--- src/rtl/beat_sequencer.sv ---
// Beat sequencer: steps ibeatNum through a song at beat_div+1 cycles per beat with play/pause/stop/loop control.
// All outputs registered (one-cycle latency); no backpressure, play_en low freezes position in PAUSE.
module beat_sequencer #(
    parameter int BEAT_LEN = 64,
    parameter int DIV_W    = 24
) (
    input  logic             clk,
    input  logic             rst,
    input  logic             play_en,
    input  logic             stop,
    input  logic             loop_en,
    input  logic [DIV_W-1:0] beat_div,
    input  logic             is_AM,
    output logic [11:0]      ibeatNum,
    output logic             beat_tick,
    output logic             am_reg,
    output logic             am_change,
    output logic             done,
    output logic [1:0]       state
);

    typedef enum logic [1:0] {
        IDLE  = 2'd0,
        PLAY  = 2'd1,
        PAUSE = 2'd2,
        DONE  = 2'd3
    } state_t;

    localparam logic [11:0] LAST_BEAT = 12'(BEAT_LEN - 1);

    state_t           state_q;
    logic [11:0]      beat_q;
    logic [DIV_W-1:0] div_q;
    logic             tick_q;
    logic             done_q;
    logic             am_q;
    logic             am_chg_q;

    logic             beat_due_d;
    logic [DIV_W-1:0] div_inc_d;

    // ">=" so a beat_div lowered below the running count fires next cycle
    assign beat_due_d = (div_q >= beat_div);
    assign div_inc_d  = div_q + DIV_W'(1);

    always_ff @(posedge clk or negedge rst) begin
        if (!rst) begin
            state_q  <= IDLE;
            beat_q   <= '0;
            div_q    <= '0;
            tick_q   <= 1'b0;
            done_q   <= 1'b0;
            am_q     <= 1'b0;
            am_chg_q <= 1'b0;
        end else begin
            tick_q   <= 1'b0;
            done_q   <= 1'b0;
            am_q     <= is_AM;
            am_chg_q <= is_AM ^ am_q;
            if (stop) begin
                state_q <= IDLE;
                beat_q  <= '0;
                div_q   <= '0;
            end else begin
                case (state_q)
                    IDLE: begin
                        beat_q <= '0;
                        div_q  <= '0;
                        if (play_en) state_q <= PLAY;
                    end
                    PLAY, PAUSE: begin
                        // Resuming from PAUSE counts in the same cycle, so no beat time is lost
                        if (!play_en) begin
                            state_q <= PAUSE;
                        end else begin
                            state_q <= PLAY;
                            if (!beat_due_d) begin
                                div_q <= div_inc_d;
                            end else begin
                                div_q <= '0;
                                if (beat_q < LAST_BEAT) begin
                                    beat_q <= beat_q + 12'd1;
                                    tick_q <= 1'b1;
                                end else begin
                                    beat_q <= '0;
                                    if (loop_en) begin
                                        tick_q <= 1'b1;
                                    end else begin
                                        state_q <= DONE;
                                        done_q  <= 1'b1;
                                    end
                                end
                            end
                        end
                    end
                    DONE: begin
                        beat_q <= '0;
                        div_q  <= '0;
                        if (!play_en) state_q <= IDLE;
                    end
                    default: state_q <= IDLE;
                endcase
            end
        end
    end

    assign ibeatNum  = beat_q;
    assign beat_tick = tick_q;
    assign done      = done_q;
    assign am_reg    = am_q;
    assign am_change = am_chg_q;
    assign state     = state_q;

endmodule
--- config.mk ---
export PLATFORM = sky130hd
export DESIGN_NAME = beat_sequencer
export DESIGN_NICKNAME = d
export VERILOG_FILES = /design/src/rtl/beat_sequencer.sv
export SDC_FILE = /design/constraint.sdc
export NUM_CORES = 1
export LEC_CHECK = 0
export CELL_PAD_IN_SITES_DETAIL_PLACEMENT = 1
export CELL_PAD_IN_SITES_GLOBAL_PLACEMENT = 2
export CORE_MARGIN = 5
export CORE_UTILIZATION = 25
export DETAILED_ROUTE_END_ITERATION = 10
export GPL_TIMING_DRIVEN = 0
export PLACE_DENSITY = 0.78
export SKIP_CTS_REPAIR_TIMING = 1
export SLEW_MARGIN = 20
export SYNTH_ARGS = -nofsm -noshare
export SYNTH_HDL_FRONTEND = slang
export SYNTH_SLANG_ARGS = --single-unit
--- constraint.sdc ---
create_clock -name clk -period 2.3 [get_ports clk]
set_input_delay 0.345 -clock clk [delete_from_list [all_inputs] [get_ports clk]]
set_output_delay 0.345 -clock clk [all_outputs]
set_load 0.01 [all_outputs]
### Word level (Yosys, flattened, before mapping)

Cells that the tools add are included.

| operators by class | value |
|---|---|
| order comparisons | 2 |
| bitwise operators | 1 |
| add/sub/neg operators | 2 |
| eq/ne operators | 7 |
| mux-type cells | 29 |
| reduce and logical (&&, ||, !) cells | 5 |

Operators by type and width:

| cell | number |
|---|---|
| 2-to-1 mux 24 bit | 3 |
| 2-to-1 mux 12 bit | 4 |
| one-hot mux 24 bit (2 select lines) | 1 |
| adder 24 x 1 -> 24 bit (second input constant) | 1 |
| >= comparator 24 bit | 1 |
| one-hot mux 12 bit (2 select lines) | 1 |
| 2-to-1 mux 2 bit | 7 |
| adder 12 x 1 -> 12 bit (second input constant) | 1 |
| less-than comparator 12 x 6 -> 1 bit (second input constant) | 1 |
| 2-to-1 mux 1 bit | 12 |
| inequality test 3 bit (second input constant) | 4 |
| one-hot mux 2 bit (3 select lines) | 1 |
| equality test 2 bit (second input constant) | 2 |
| AND reduction 2 bit | 2 |
| OR reduction 2 bit | 2 |
| equality test 2 x 1 -> 1 bit (second input constant) | 1 |
| zero test 2 bit | 1 |
| XOR 1 bit | 1 |

| storage, ports and cells | value |
|---|---|
| flip-flop bits (word level) | 42 |
| word-level logic and storage cells | 53 |
| output and inout port bits | 18 |
| input bits | 30 |

### Depth between registers and ports, before layout

Gate-level depths: netlist of run 1.

| logic depth | value |
|---|---|
| depth in word-level cells | 6 |
| depth in mapped cells | 10 |
| mapped depth without buffers | 9 |

### Worst setup path after synthesis of run 1

OpenSTA, ideal clock, no wires.

| timing | value |
|---|---|
| kind | register -> register |
| from | register div_q[15] |
| to | register beat_q[10], in the netlist ibeatNum[10] |
| clock period less this slack | 2,308 ps |
| buffers on the path | 1 |
| arrival | 2,189 ps |
| path slack | -8 ps |
| data required time | 2,181 ps |
| cell stages (with the launch flop) | 9 |
| setup time | 119 ps |
| cells stage by stage | dfrtp_1 -> ha_1 -> nand2_1 -> or4_1 -> o32a_1 -> a21oi_2 -> buf_6 -> nand2_1 -> and2_1 |

| between the ends | value |
|---|---|
| cells in the longest elaborated chain, start to end | 3 |

RTL lines:

| what | line | RTL |
|---|---|---|
| start, declared | 33 | `logic [DIV_W-1:0] div_q;` |
| start signal, assigned | 78 | `div_q <= div_inc_d;` |
| >= comparator 24 bit | 43 | `assign beat_due_d = (div_q >= beat_div);` |
| inequality test 3 bit (no source line) | n/a |  |
| AND reduction 2 bit (no source line) | n/a |  |
| end signal, assigned | 82 | `beat_q <= beat_q + 12'd1;` |
| end, declared | 32 | `logic [11:0] beat_q;` |

Every way passes these cells.
A chain may end at the register's enable or synchronous reset.

### Worst setup path after layout of run 1

| timing | value |
|---|---|
| from | register div_q[16] |
| to | register div_q[2] |

| between the ends | value |
|---|---|
| cells in the longest elaborated chain, start to end | 5 |

RTL lines:

| what | line | RTL |
|---|---|---|
| >= comparator 24 bit | 43 |  |
| 2-to-1 mux 24 bit | 77 | `if (!beat_due_d) begin` |
| 2-to-1 mux 24 bit | 73 | `if (!play_en) begin` |
| one-hot mux 24 bit (2 select lines) | 65 | `case (state_q)` |
| 2-to-1 mux 24 bit | 60 | `if (stop) begin` |

Every way passes these cells. The select of a mux whose other input is x is not followed.

==> metrics.csv, run 1 <==
metric,value,unit
grt_pass1_vias,2465,
num_vias,2287,
crit_fanout,4,
setup_violations,39,
start_util,0.256,
syn-cell-area,0.00263,mm^2
synthesis.nets,347,
netlist.area_leader.share,0.399,
synth_edf_count,0,
final_max_slew_viol_count,0,
p_int,1.08,mW
hpwl,5250,um
grtUsageTotal,0.113,
period_share,1.10,
async_flop_share,1.00,
cap_violations,0,
multiInputGateArea,0.00168,mm^2
hold_violations,0,
drt-pass1-iter-count,4,
final_cell_mix,"40 x dfrtp_1, 34 x clkdlybuf4s50_1, 31 x nor2_1",
io_pins,48,
postRouteAntennaNets,0,
die_width,113,um
worstSetupPathType,flop to flop,
cts_root_buf,clkbuf_8,
min_path_type,input pin to asynchronous set/reset pin,
largest_register,div_q,
p_comb_frac,0.178,
cts_buffer_depth,2,
fmax,394,MHz
cp.arrival,2.73,ns
clkPwrFrac,0.314,
drive_above_1_share,0.189,
rsz0062_at_grt,true,
final_common_cell,dfrtp_1,
clkSlewWorstSetupHoldPaths,0.08,ns
power_leakage,1.68,nW
syn-mean-instance-area,9.10,um^2
cts_max_level,2,
max-vdd-ir-drop,0.205,mV
fin_ws,-0.240,ns
regArea,0.00105,mm^2
nets,408,
grt_max_degree,25,
tritoncts,yes,
antenna_found_initial,0,
crit_path_start_kind,flop,
drc,0,
routabilityCongestion,0.769,
wl,7200,um
required,2.49,ns
syn_to_final_growth,40.7,%
cts_buffers,5,
largest_reg_flops,24,
num-fill-cells,1180,
core_area,0.0103,mm^2
wl_per_cell,14.8,um
row_count,37,
die_y,113,um
insertion_delay,0.29,ns
ys_top_cells_by_area,"dfrtp_1 40%, ha_1 13%, nor2_1 4.7%",
synth_flop_cell,dfrtp_1,
ys_ff_latch,42,
min_period,2.54,ns
max-slew-margin-rel,0.621,
post-route-util,0.360,
tightestPinTransition,0.563,ns
dpl_worst_slack,-0.673,ns
grt_pass1_wl,11900,um
die_area,0.0127,mm^2
ys_seq_area_frac,0.399,
r2r_cells,8,
io_buffers,46,
drt_iter0_drc,57,
hold_ws,0.00328,ns
yosysUniqueCellTypes,44,
cp-end-kind,flop,
syn-instance-count,289,
viasPerCell,4.71,
cts.sinks,42,
clock_skew,0.00798,ns
yosysWarningCount,0,
swShare,0.272,
grt_overflow_total,0,
status,"finished, violations left",
num_antenna_cells,0,
p_sw,404,uW
synth_top_area_cell,dfrtp_1,
violations,setup timing,
power.density,401,mW/mm^2
seqPwrFrac,0.508,
==> area by class of cell <==
cell class	count	area share
buffer	4	0.0105
tap	136	0.0460
multi-input combinational	211	0.454
timing repair buffer	55	0.153
inverter	31	0.0314
clock buffer	7	0.0206
sequential	42	0.285
==> synth_stat cells (3+ instances only) <==
library cell,n
a21oi_1,17
a41oi_1,3
and2_1,6
and3_1,5
dfrtp_1,42
ha_1,28
inv_1,31
nand2_1,20
nand2b_1,8
nand3_1,12
nand4_1,7
nor2_1,33
nor2b_1,4
nor3_1,3
o21ai_0,9
o2bb2ai_1,5
or3_1,5
xnor2_1,8
xor2_1,10
==> worst max-delay path, cell delays in order (launching register included) <==
cell and delay [ns]:
dfrtp_1 0.42, ha_1 0.29, nand4_1 0.12, or4_4 0.55, o32a_1 0.43, buf_4 0.18, nand2_2 0.11, nor4b_2 0.06
a211o_1 0.27
==> kinds of logic (layout without fill, tap and decap cells) <==
family,Yosys count,in the layout,share of synthesized area
simple gates,114,114,0.220
fa+ha+maj,28,28,0.133
mux,2,2,0.00761
flops,42,42,0.399
xor+xnor,18,18,0.0599
buf+inv,36,97,0.0566
compound gates,49,49,0.124
==> layer usage <==
metal  part of all wire  global-route usage  vias up  routed length [um]
met1               0.48               0.155     1115                3440
met4              0.011              0.0232        0                  81
met2               0.48               0.181       42                3420
met3              0.036              0.0275        7                 257
met5                  0                   0        -                   0
li1                   -                   -     1123                   -
==> power by group through the flow <==
| stage | Sequential [mW] | Clock, mW | Combinational, mW |
|---|---|---|---|
| 2_1_floorplan | 0.772 | 0 | 0.101 |
| 3_5_place_dp | 0.769 | 0 | 0.223 |
| 6_report | 0.754 | 0.466 | 0.265 |
| 3_3_place_gp | 0.769 | 0 | 0.214 |
| 5_1_grt | 0.756 | 0.518 | 0.296 |
| 4_1_cts | 0.755 | 0.483 | 0.225 |
==> path summary, 6_finish.rpt <==
path,endpoint,slack (ns),start
max reg2reg,div_q[2],-0.24,div_q[16]
max in group asynchronous,state[1],1.78,rst
max,div_q[2],-0.24,div_q[16]
min reg2reg,am_change,0.48,am_reg
min,div_q[13],0.003,rst
min in group clk,am_change,0.48,am_reg
==> through the flow <==
| stage | setup TNS, ns | instance area, um^2 | std cells | power (mW) |
|---|---|---|---|---|
| final | -6.72 | 3700 | 486 | 1.48 |
| after global routing | -11.22 | 3700 | 486 | 1.57 |
| after CTS | -10.94 | 3350 | 479 | 1.46 |
| after detailed placement | -22.49 | 3280 | 472 | 0.992 |
| after global placement | -35.62 | 3260 | 471 | 0.983 |
| after floorplan | 0 | 2630 | 289 | 0.872 |
Note: power is estimated with default switching activity, not from simulation.
==> run 2: changes to the inputs <==
GPL_TIMING_DRIVEN = default   (was 0)
==> metrics.csv, run 2 (synthesis results as in run 1) <==
metric,value,unit
status,"finished, violations left",
violations,setup timing,
final_cell_mix,"42 x dfrtp_1, 39 x buf_4, 36 x clkdlybuf4s50_1",
final_common_cell,dfrtp_1,
drc,0,
num_vias,2395,
clkSlewWorstSetupHoldPaths,0.10,ns
drt_iter0_drc,29,
fin_ws,-0.211,ns
reg2reg_slack,-0.19,ns
crit_slowest_cell,clkdlybuf4s50_1,
drive_above_1_share,0.258,
routabilityCongestion,0.749,
hpwl,5500,um
cts_buffer_depth,2,
r2r_cells,8,
insertion_delay,0.31,ns
cap_violations,0,
rr_endpoint,ibeatNum[9],
final_max_slew_viol_count,0,
max_stage_delay,0.47,ns
grt_pass1_wl,11900,um
max-vdd-ir-drop,0.218,mV
period_share,1.09,
min_path_type,input pin to asynchronous set/reset pin,
drt-pass1-iter-count,4,
cts.sinks,42,
nets,437,
power.density,417,mW/mm^2
grtUsageTotal,0.112,
cts_buffers,5,
row_count,37,
multiInputGateArea,0.00169,mm^2
die_y,113,um
syn_to_final_growth,50.1,%
grt_overflow_total,0,
io_buffers,47,
fmax,398,MHz
regToRegStartpoint,div_q[17],
die_width,113,um
crit_fanout,6,
largest_register,div_q,
tightestPinTransition,0.676,ns
regArea,0.00105,mm^2
num-fill-cells,1203,
cts_max_level,2,
setup_violations,38,
largest_reg_flops,24,
hold_violations,0,
rsz0062_at_grt,true,
viasPerCell,4.64,
antenna_found_initial,0,
cts_root_buf,clkbuf_8,
cp_top_family,simple AND/OR/NAND/NOR gates,
path_buf_inv,3,
min_period,2.51,ns
tritoncts,yes,
worstSetupPathType,input pin to flop,
power_leakage,1.86,nW
startpoint,beat_div[20],
start_util,0.256,
grt_max_degree,28,
core_area,0.0103,mm^2
io_pins,48,
worstPathCellList,clkdlybuf4s50_1 > inv_2 > ha_4 > nand4_1 > or4_4 > o32a_1 > a21oi_4 > buf_8 > and2_4 > nor2_2,
wl_per_cell,14.3,um
dpl_worst_slack,-0.605,ns
wl,7370,um
clock_skew,0.0180,ns
postRouteAntennaNets,0,
crit_path_start_kind,input pin,
hold_ws,0.0606,ns
num_antenna_cells,0,
die_area,0.0127,mm^2
max-slew-margin-rel,0.549,
grt_pass1_vias,2555,
cp-end-kind,flop,
cp.arrival,2.70,ns
required,2.49,ns
## run 2: stage by stage
step | TNS (ns) | area [um^2] | utilization | power [mW] | std cells
finish | -5.76 | 3950 | 0.384 | 1.65 | 516
global route | -9.13 | 3950 | 0.384 | 1.72 | 516
CTS | -7.89 | 3610 | 0.352 | 1.61 | 511
detailed placement | -20.17 | 3500 | 0.341 | 1.00 | 503
global placement | -18.56 | 3500 | 0.341 | 0.997 | 503
floorplan | 0 | 2630 | - | 0.872 | 289
## run 2: area by class of cell
cell class | instances | area share
Multi-Input combinational cell | 211 | 0.429
Sequential cell | 42 | 0.266
Timing Repair Buffer | 88 | 0.205
Tap cell | 136 | 0.0431
Inverter | 31 | 0.0295
Clock buffer | 5 | 0.0174
Clock inverter | 3 | 0.0101
## run 2: worst max path at each step
stage                         to  slack (ns)  cells after the start
detailed placement   ibeatNum[2]       -0.61                     10
floorplan           ibeatNum[10]        0.05                      8
finish               ibeatNum[9]       -0.21                     10
global placement    ibeatNum[11]       -0.53                     10
CTS                 ibeatNum[10]       -0.29                     10
global route         ibeatNum[0]       -0.30                     10
## run 2: where the power goes
group          switching [mW]  internal, mW
Sequential            0.00739         0.746
Clock                   0.287         0.320
Combinational           0.146         0.140
Total                   0.440          1.21
## run 2: worst register-to-register path, cell delays in order (launching register included)
cell and delay, ns:
dfrtp_1 0.43, ha_4 0.28, nand4_1 0.15, or4_4 0.52, o32a_1 0.36, a21oi_4 0.23
buf_8 0.18, and2_4 0.18, nor2_2 0.04
## run 2: layer usage
metal / GRT usage / wire length (um)
met2: 0.192 / 3730
met1: 0.149 / 3380
met3: 0.0226 / 219
met5: 0 / 0
met4: 0.0168 / 33
